==> src/rtl/weight_loader_if.sv <==
// Handshake and array-facing signals of the weight loader, bundled for port connection.
// The master side drives ingress beats and shift permission, and the slave side is the loader itself.
interface weight_loader_if #(
  parameter int COLS = 4,
  parameter int WW   = 16
);
  // Ingress handshake: a beat transfers on a rising edge where w_valid && w_ready.
  // w_ready never depends on w_valid, and the source may drop w_valid at any time.
  logic                 w_valid;
  logic                 w_ready;
  logic [WW*COLS-1:0]   w_data;
  logic                 shift_en;
  logic [WW*COLS-1:0]   weight_out;
  logic                 load_weight;
  logic                 loaded;
  logic                 busy;

  modport master (
    output w_valid, w_data, shift_en,
    input  w_ready, weight_out, load_weight, loaded, busy
  );

  modport slave (
    input  w_valid, w_data, shift_en,
    output w_ready, weight_out, load_weight, loaded, busy
  );
endinterface

==> src/rtl/weight_loader.sv <==
// Single-buffered weight tile loader: collects ROWS ingress rows, then shifts them into a
// systolic array's weight chain bottom row first, once the array grants shift_en.
module weight_loader #(
  parameter int ROWS = 4,
  parameter int COLS = 4,
  parameter int WW   = 16
) (
  input  logic              clk,
  input  logic              rst,
  weight_loader_if.slave    bus,
  output logic [1:0]        dbg_state
);

  typedef enum logic [1:0] {
    S_FILL  = 2'd0,
    S_FULL  = 2'd1,
    S_SHIFT = 2'd2
  } state_t;

  localparam int CW = $clog2(ROWS + 1);
  localparam int IW = $clog2(ROWS);
  localparam logic [CW-1:0] LAST_BEAT = CW'(ROWS - 1);
  localparam logic [CW-1:0] SHIFT_END = CW'(ROWS);
  localparam logic [IW-1:0] LAST_IDX  = IW'(ROWS - 1);

  state_t                state;
  state_t                state_nxt;
  // Beat index while filling, shift index k while shifting; ROWS in SHIFT marks the done cycle.
  logic [CW-1:0]         cnt;
  logic [WW*COLS-1:0]    wbuf [ROWS];

  logic                  accept;
  logic                  shift_step;
  logic                  shift_done;
  logic [IW-1:0]         fill_idx;
  logic [IW-1:0]         shift_idx;

  // State register
  always_ff @(posedge clk) begin
    if (rst) begin
      state <= S_FILL;
    end else begin
      state <= state_nxt;
    end
  end

  // Next-state logic; shift_en only matters once the tile is complete.
  always_comb begin
    state_nxt = state;
    case (state)
      S_FILL: begin
        if (accept && (cnt == LAST_BEAT)) begin
          state_nxt = S_FULL;
        end
      end
      S_FULL: begin
        if (bus.shift_en) begin
          state_nxt = S_SHIFT;
        end
      end
      S_SHIFT: begin
        if (shift_done) begin
          state_nxt = S_FILL;
        end
      end
      default: begin
        state_nxt = S_FILL;
      end
    endcase
  end

  // Output / control decode from state and cnt only, so w_ready has no path from w_valid.
  always_comb begin
    bus.w_ready = (state == S_FILL);
    accept      = bus.w_valid && (state == S_FILL);
    shift_step  = (state == S_SHIFT) && (cnt != SHIFT_END);
    shift_done  = (state == S_SHIFT) && (cnt == SHIFT_END);
    bus.busy    = (state != S_FILL) || (cnt != '0);
    dbg_state   = state;
  end

  assign fill_idx  = cnt[IW-1:0];
  assign shift_idx = LAST_IDX - cnt[IW-1:0];

  always_ff @(posedge clk) begin
    if (rst) begin
      cnt <= '0;
    end else begin
      case (state)
        S_FILL: begin
          if (accept) begin
            cnt <= (cnt == LAST_BEAT) ? '0 : cnt + CW'(1);
          end
        end
        S_FULL: begin
          cnt <= '0;
        end
        S_SHIFT: begin
          cnt <= shift_done ? '0 : cnt + CW'(1);
        end
        default: begin
          cnt <= '0;
        end
      endcase
    end
  end

  // Tile storage is not reset; a reset simply abandons whatever it holds.
  always_ff @(posedge clk) begin
    if (accept) begin
      wbuf[fill_idx] <= bus.w_data;
    end
  end

  // Registered array-facing outputs; weight_out holds its last value between shifts.
  always_ff @(posedge clk) begin
    if (rst) begin
      bus.load_weight <= 1'b0;
      bus.loaded      <= 1'b0;
      bus.weight_out  <= '0;
    end else begin
      bus.load_weight <= shift_step;
      bus.loaded      <= shift_done;
      if (shift_step) begin
        bus.weight_out <= wbuf[shift_idx];
      end
    end
  end

endmodule

==> src/flat_wrapper.sv <==
// flat-port wrapper written by rule: the top's interface ports become plain ports
module weight_loader_flat 
#(
  parameter int ROWS = 4,
  parameter int COLS = 4,
  parameter int WW   = 16
)
  (clk, rst, dbg_state, bus_w_valid, bus_w_data, bus_shift_en, bus_w_ready, bus_weight_out, bus_load_weight, bus_loaded, bus_busy);
  weight_loader_if #(.COLS(COLS), .WW(WW)) bus_i ();
  input  logic clk;
  input  logic rst;
  output logic [1:0] dbg_state;
  input wire logic [$bits(bus_i.w_valid)-1:0] bus_w_valid;
  input wire logic [$bits(bus_i.w_data)-1:0] bus_w_data;
  input wire logic [$bits(bus_i.shift_en)-1:0] bus_shift_en;
  output wire logic [$bits(bus_i.w_ready)-1:0] bus_w_ready;
  output wire logic [$bits(bus_i.weight_out)-1:0] bus_weight_out;
  output wire logic [$bits(bus_i.load_weight)-1:0] bus_load_weight;
  output wire logic [$bits(bus_i.loaded)-1:0] bus_loaded;
  output wire logic [$bits(bus_i.busy)-1:0] bus_busy;
  assign bus_i.w_valid = bus_w_valid;
  assign bus_i.w_data = bus_w_data;
  assign bus_i.shift_en = bus_shift_en;
  assign bus_w_ready = bus_i.w_ready;
  assign bus_weight_out = bus_i.weight_out;
  assign bus_load_weight = bus_i.load_weight;
  assign bus_loaded = bus_i.loaded;
  assign bus_busy = bus_i.busy;
  weight_loader #(.ROWS(ROWS), .COLS(COLS), .WW(WW)) u_core (.clk(clk), .rst(rst), .bus(bus_i), .dbg_state(dbg_state));
endmodule
==> config.mk <==
export PLATFORM = sky130hd
export DESIGN_NAME = weight_loader_flat
export DESIGN_NICKNAME = d
export VERILOG_FILES = /design/src/rtl/weight_loader_if.sv /design/src/rtl/weight_loader.sv /design/src/flat_wrapper.sv
export SDC_FILE = /design/constraint.sdc
export NUM_CORES = 1
export LEC_CHECK = 0
export ABC_AREA = 1
export CORE_AREA = 5 5 166 168
export DETAILED_ROUTE_END_ITERATION = 10
export DIE_AREA = 0 0 171 173
export GPL_TIMING_DRIVEN = 1
export PLACE_DENSITY = 0.79
export SYNTH_ARGS = -nofsm -noshare
export SYNTH_HDL_FRONTEND = slang
export SYNTH_SLANG_ARGS = --single-unit
==> constraint.sdc <==
create_clock -name clk -period 7.04 [get_ports clk]
set_clock_uncertainty 0.2 [all_clocks]
set_input_delay 2.112 -clock clk [delete_from_list [all_inputs] [get_ports clk]]
set_output_delay 2.112 -clock clk [all_outputs]
set_load 0.1 [all_outputs]
# Word-level counts from Yosys, hierarchy flattened
# Memories as Yosys holds them, arrays and structs flattened. A register that Yosys moved wholly into a read port is not among the register bits.
# Index checks and enable logic that the tools add are counted.
# op_classes
add_sub_neg	2
n_eq_ne	9
n_mux	10
n_reduce_logical	9
# op_table
cell	count
$mux W3	3
$mux W2	3
$ne A2 B1 Y1 const B	3
$pmux W2 S3	1
$pmux W3 S2	1
$logic_and A1 B1 Y1	4
$add A3 B1 Y3 const B	1
$eq A3 B2 Y1 const B	1
$eq A3 B3 Y1 const B	1
$ne A3 B3 Y1 const B	1
$reduce_and A3 Y1	1
$reduce_bool A3 Y1	1
$eq A2 B1 Y1 const B	1
$eq A2 B2 Y1 const B	1
$logic_not A2 Y1	1
$mux W1	2
$ne A2 B2 Y1 const B	1
$reduce_bool A2 Y1	1
$sub A2 B2 Y2 const A	1
$logic_or A1 B1 Y1	1
# totals
reg_bits	7
ramBits	256
inputBits	68
out_inout_bits	70
wordCells	35
mem_count	1
# memory_table
memory	depth	width	read_ports	rd_clocked_by_memory_dff	write_ports	line_no	source
u_core.wbuf	4	64	1	1	1	weight_loader.sv:30	logic [WW*COLS-1:0] wbuf [ROWS];

# Logic depth before layout (Yosys ltp)
# depth
depth_word	5
mapped_depth	11
ltp_nobuf	8

# Least setup slack after synthesis
# OpenSTA, ideal clock, no wires.
# synth_timing
path_type	register to register
from	register u_core.state[1], in the netlist u_core.dbg_state[1]
to	memory u_core.wbuf[0][0] (netlist bit), enable pin
setup_time_ns	0.486
arrival_time_ns	5.281
required_time_ns	6.354
path_slack_ns	1.073
stages_incl_launch_ff	6
n_path_buf	0
period_less_slack_ns	5.967
path_cell_list	dfxtp_1 -> nor2_1 -> inv_1 -> nor2_1 -> inv_1 -> nor2_1
# synth_via
elab_chain_len	4
# synth_rtl
item	line_no	source
start, declared	weight_loader.sv:26	state_t state;
start signal, assigned	weight_loader.sv:43	state <= state_nxt;
$logic_not A2 Y1	-	
via bus_w_ready	flat_wrapper.sv:16	output wire logic [$bits(bus_i.w_ready)-1:0] bus_w_ready;
$logic_and A1 B1 Y1	weight_loader.sv:75	accept = bus.w_valid && (state == S_FILL);
$mux W1	weight_loader.sv:110	if (accept) begin
$mux W1 (implied by the code)	weight_loader.sv:111	wbuf[fill_idx] <= bus.w_data;
end, declared	weight_loader.sv:30	
# The timed path passes the listed nets, and every way through them passes these cells.

# Worst setup path in the final report
# layout_timing
from	register u_core.cnt[0]
to	output bus_busy
# layout_via
elab_chain_len	2
# layout_rtl
item	line_no	source
start, declared	weight_loader.sv:29	logic [CW-1:0] cnt;
start signal, assigned	weight_loader.sv:92	cnt <= (cnt == LAST_BEAT) ? '0 : cnt + CW'(1);
start signal, assigned	weight_loader.sv:99	cnt <= shift_done ? '0 : cnt + CW'(1);
$reduce_bool A3 Y1	weight_loader.sv:78	bus.busy = (state != S_FILL) || (cnt != '0);
$logic_or A1 B1 Y1	weight_loader.sv:78	
end, declared	flat_wrapper.sv:20	output wire logic [$bits(bus_i.busy)-1:0] bus_busy;
# Every way passes these cells.

==> results.py <==
metrics = {
    "die": {
        "die_area_um2": 29600,
        "die_h_um": 173,
        "ios": 138,
        "die_w_um": 171,
        "fp.coreArea_um2": 25800,
        "initial_core_util_pct": 49.1,
        "num_rows": 59,
    },
    "worst_setup_path": {
        "cp_data_required_time_ps": 4730,
        "r2r-start": "u_core.cnt[0]",
        "reg2reg_to": "u_core.cnt[0]",
        "worstPathMaxFanout": 64,
        "cp.arrival_ps": 3330,
        "worst-setup-path-type": "reg -> out",
        "cp-start-kind": "register",
        "r2r_slack_ps": 3460,
        "cp-end-kind": "primary output",
        "rr_worst_depth": 8,
    },
    "pwr": {
        "power_mw": 4.13,
        "ir_drop_mv": 0.181,
        "p_leak_nw": 5.83,
        "pwr_density_cell_nw_per_um2": 269,
    },
    "sta": {
        "maxSlewHeadroom_pct": 33.4,
        "finalSetupTns_ps": 0,
        "max_freq_mhz": 177,
        "whs_ps": 313,
        "rsz0062_at_grt": "no",
        "fin_crit_ps": 5640,
        "setup_viol": 0,
        "min_period_over_period_pct": 80.1,
        "worst_pin_slew_ps": 997,
        "maxSlewViolCount": 0,
        "hold_viol": 0,
    },
    "layout": {
        "nets": 1344,
        "multi_input_area_um2": 2750,
        "final_cell_mix": "261 x nor2_1, 256 x edfxtp_1, 141 x inv_1, 136 x clkdlybuf4s50_1, 105 x o21ai_1",
        "layout_commonest_cell": "nor2_1",
        "final.fill_count": 1987,
        "fin_cells": 1631,
        "layout-drive-gt1-share_pct": 5.10,
        "regArea_um2": 9120,
        "postLayoutCoreUtil_pct": 59.5,
        "syn2layout_area_growth_pct": 21.0,
    },
    "logic_synthesis": {
        "synth_top_area_cell": "edfxtp_1",
        "synth_xor_area_share_pct": 0,
        "synthMuxAreaShare_pct": 0,
        "synthAdderAreaFrac_pct": 0.593,
        "syn-cell-area_um2": 12700,
        "ys_warn_count": 0,
        "syn_nets": 1225,
        "seq_area_frac_synth_pct": 72.0,
        "synth_seq_cells": 327,
        "synth_top_area_share_pct": 60.7,
        "synth.distinct_cells": 20,
        "avgSynthCellArea_um2": 11.0,
        "postSynthCellCount": 1151,
        "synth_area_leaders": "edfxtp_1 61%, dfxtp_1 11%, nor2_1 7.9%",
        "synth_compound_area_share_pct": 10.3,
        "synth_top_family_by_area": "simple AND/OR/NAND/NOR gates",
        "synth-simple-area-share_pct": 10.5,
    },
    "drt": {
        "drtAntennaViolNets": 0,
        "drt-pass1-iter-count": 5,
        "via_count": 8098,
        "drt_iter0_drc": 702,
        "post-route-drc-count": 0,
        "wl_per_cell_um": 15.8,
        "viasPerCell": 4.97,
        "drt_wl_total_mm": 25.8,
    },
    "job": {
        "cap_violations": 0,
    },
    "clocking": {
        "cts_tree": "built",
        "cts_inserted_buffers": 34,
        "post_cts_buffers": 0,
        "clockRootBuffer": "clkbuf_16",
        "clk_pin_slew_ps": 60,
        "ctsLongestPathBuffers": 3,
        "cts_resized": 0,
        "insertion_delay_ps": 500,
        "postCtsHoldBufs": 0,
        "cts.htree.levels": 2,
        "clock_sinks": 327,
    },
    "worst_hold_path": {
        "hp-class": "reg -> reg",
        "hold_depth": 2,
        "holdPathEnd": "u_core.cnt[2]",
        "hold_path_startpoint": "u_core.cnt[2]",
    },
    "place": {
        "dp_hpwl_mm": 14.7,
        "dp_cells": 1569,
        "gp_congestion": 0.770,
        "numPortBuffers": 137,
    },
    "global_route": {
        "grt_max_degree": 76,
        "first_global_vias": 7867,
        "grt_overflow": 0,
        "antenna_found_initial": 1,
        "track_usage_pct": 17.1,
        "grt_first_pass_wirelength_mm": 40.6,
    },
    "outcome": {
        "status": "finished clean",
    },
}
[worst max path at each step]
| stage | startpoint | to | slack, ps | cells after the start |
|---|---|---|---|---|
| final | u_core.cnt[0] | bus_busy | 1400 | 4 |
| after global routing | u_core.cnt[0] | bus_busy | 1220 | 4 |
| after CTS | u_core.cnt[0] | bus_busy | 1390 | 4 |
| after detailed placement | u_core.cnt[0] | bus_busy | 1920 | 4 |
| after global placement | u_core.cnt[0] | bus_busy | 1980 | 4 |
| after floorplan | u_core.dbg_state[1] | u_core.wbuf[0][0] | 1070 | 5 |
[final cells by class]
type | count | area share [%]
diodes | 1 | 0.0163
clock buffers | 52 | 6.39
clock inverters | 9 | 0.474
inverters | 144 | 3.54
multi-input cells | 616 | 17.9
flip-flops and latches | 327 | 59.5
well taps | 335 | 2.74
repair buffers | 147 | 9.41
[where the power goes]
part / internal [mW] / total [mW] / switching (mW) / leakage [nW]
logic: 0.0852 / 0.259 / 0.174 / 2.40
clock network: 0.997 / 1.69 / 0.688 / 0.511
registers: 2.15 / 2.18 / 0.0322 / 2.92
total: 3.23 / 4.13 / 0.894 / 5.83
[metrics by stage]
step	worst slack (ps)	cell area (um^2)
after detailed placement	1920	14300
after floorplan	1070	12700
final	1400	15300
after global routing	1220	15300
after global placement	1980	14300
after CTS	1390	15300
[cell usage after synthesis]
library cell  number
inv_2              2
nand2_1           77
inv_1            142
clkbuf_2           1
clkbuf_1          19
o21ai_0           87
nand3_2            1
ha_1               6
nand4_1            1
buf_1              6
a21oi_1           69
edfxtp_1         256
o21ai_1          105
buf_6              1
dfxtp_1           71
nand3_1            4
nor2_1           265
nor4_1             1
buf_4              2
buf_2             35
[state kept, by name (all words and copies together), names as in the netlist]
| name | count |
|---|---|
| u_core.wbuf | 256 |
| u_core.bus.weight_out | 64 |
| u_core.cnt | 3 |
| u_core.dbg_state | 2 |
| u_core.bus.load_weight | 1 |
| u_core.bus.loaded | 1 |
[metal layers]
metal / vias up / GRT usage [%] / wire length, um / part of all wire, %
met4: 2 / 5.02 / 604 / 2.3
met5: - / 0 / 11 / 0.043
met2: 194 / 28.2 / 12500 / 48
met3: 46 / 3.95 / 1500 / 5.8
li1: 4067 / - / - / -
met1: 3789 / 22.8 / 11200 / 43
[kinds of logic (layout without fill, tap and decap cells)]
logic type,count (synthesis),in the layout
AO/OA/AOI/OAI,261,261
adder cells (fa/ha/maj),6,6
buffers and inverters,208,352
flip-flops,327,327
other,0,1
AND/OR/NAND/NOR,349,349
[critical path: stages, from the launching register on]
cell and delay, ps:
dfxtp_4 780, inv_4 390, ha_1 370, nand3_1 110, clkdlybuf4s50_1 1130
(Power assumes the default switching activity.)
==> patch: new RTL, same flow settings <==
`COLS` is set to 4 in 3 places; all go to 5.
--- a/src/rtl/weight_loader_if.sv
+++ b/src/rtl/weight_loader_if.sv
@@ -2,5 +2,5 @@
 // The master side drives ingress beats and shift permission, and the slave side is the loader itself.
 interface weight_loader_if #(
-  parameter int COLS = 4,
+  parameter int COLS = 5,
   parameter int WW   = 16
 );
--- a/src/rtl/weight_loader.sv
+++ b/src/rtl/weight_loader.sv
@@ -3,5 +3,5 @@
 module weight_loader #(
   parameter int ROWS = 4,
-  parameter int COLS = 4,
+  parameter int COLS = 5,
   parameter int WW   = 16
 ) (
--- a/src/flat_wrapper.sv
+++ b/src/flat_wrapper.sv
@@ -3,5 +3,5 @@
 #(
   parameter int ROWS = 4,
-  parameter int COLS = 4,
+  parameter int COLS = 5,
   parameter int WW   = 16
 )
Ports: changed (resized bus_w_data and bus_weight_out); port bits go from 138 to 170. The function was not compared with the original's and may differ.
==> patch against the unedited design <==
Clock power increased by 17%; total power up 22%; cell count up 19%; final area grew 23%; wire length grew 27%; setup slack gained 530 ps; area after synthesis is 25% higher; sequential cell count increased by 80; synthesized cell count is 24% higher; critical path type unchanged; largest cell class unchanged.
==> patch: results <==
status:
  status: "finished, final reports clean"
hold_path:
  holdPathEnd: "u_core.cnt[2]"
  min_path_type: "register to register"
  hp-start: "u_core.cnt[2]"
  whs_path_depth: 2
placed_design:
  dp_slack_ps: 2332
  hpwl_um: 18550
  port_buffers: 169
  gp_congestion: 0.7572
logic_synthesis:
  syn-num-nets: 1512
  synth_common_cells: "329 x nor2_1, 320 x edfxtp_1, 173 x inv_1, 142 x o21ai_1, 98 x o21ai_0"
  synth-warning-count: 0
  synth_async_sr_flop_share_pct: 0
  synth_area_leaders: "edfxtp_1 61%, dfxtp_1 11%, nor2_1 7.8%"
  ys_seq_area_share_pct: 71.86
  synth_edf_count: 320
  ys_types: 19
power_and_ir_drop:
  irDropWorstVdd_v: 0.0001613
  p_per_area_nw_per_um2: 266.7
  leakage_nw: 7.189
drt:
  vias_per_cell: 5.324
  drt-initial-drc-count: 890
  drt_pass1_iterations: 5
  wl_per_cell_um: 16.97
worst_setup_path:
  crit_family: "buffers and inverters"
  worstReg2RegStart: "u_core.cnt[0]"
  setup.worst_path.end: "bus_busy"
  rrSetupSlack_ps: 3600
  cp_max_fo: 75
  worstReg2RegEnd: "u_core.dbg_state[1]"
  start_kind: "register"
  slowest_delay_ps: 990
  r2r_cells: 9
  cp.arrival_ps: 2800
cts:
  cts_setup_buffers: 0
  htreeDepth: 2
  ctsResizeCount: 0
  root_buffer: "clkbuf_16"
  cts_made_buffers: 40
  clock_latency_ps: 530
  clk_path_buf_depth: 3
global_routing:
  grt_usage_pct: 21.99
  grt_pass1_wl_um: 52320
  antenna_found_initial: 2
  grt_max_degree: 92
timing:
  fin_hold_ws_ps: 311.8
  setup_ws_ps: 1923
  maxSlewHeadroom_pct: 30.63
cells_and_area:
  reg.largest.list: "u_core.wbuf: 320 flops, u_core.bus.weight_out: 80 flops, u_core.cnt: 3 flops"
  drive_above_1_share_pct: 4.884
  nets: 1656
-- patch: changes by cell type in the layout (fill, tap and decap cells not counted), moves of 2 or more --
cell             before  now
buf_12                0    2
a21oi_1              69   85
inv_1               141  173
nand2_1              77   93
clkdlybuf4s50_1     136  168
clkinv_2              3    9
clkbuf_16            35   40
nor2_1              261  325
dfxtp_1              69   85
o21ai_0              87   98
o21ai_1             105  142
edfxtp_1            256  320
-- patch: through the flow --
stage	cell area, sq um	std cells
floorplan	15800	1422
global placement	17610	1859
detailed placement	17610	1859
CTS	18820	1932
global route	18830	1934
finish	18830	1934
-- patch: cell families after synthesis --
logic type	count (synthesis)	share of synthesized area (%)
flops	407	71.86
compound gates	325	10.30
simple gates	429	10.35
fa+ha+maj	6	0.4753
buf+inv	255	7.018
-- patch: routing by layer --
layer / share of wire [%] / vias up / track usage, %
met3: 6.6 / 57 / 3.425
met5: 0 / - / 0
li1: - / 5015 / -
met1: 41 / 4865 / 28.77
met2: 51 / 359 / 38.35
met4: 2.2 / 0 / 6.108
-- patch: cell type report --
| cell class | count | area (sq um) |
|---|---|---|
| repair buffers | 181 | 1804 |
| clock buffers | 57 | 1095 |
| diodes | 2 | 5.005 |
| well taps | 335 | 419.2 |
| fillers | 1733 | 6934 |
| inverters | 176 | 664.4 |
| clock inverters | 16 | 117.6 |
| flip-flops and latches | 407 | 11360 |
| multi-input cells | 760 | 3366 |
-- patch: power breakdown --
| part | switching, mW | internal, mW | total, mW | leakage [nW] |
|---|---|---|---|---|
| Combinational | 0.244 | 0.109 | 0.353 | 2.95 |
| Clock | 0.851 | 1.12 | 1.98 | 0.594 |
| Sequential | 0.0172 | 2.68 | 2.69 | 3.64 |
| Total | 1.11 | 3.91 | 5.02 | 7.19 |
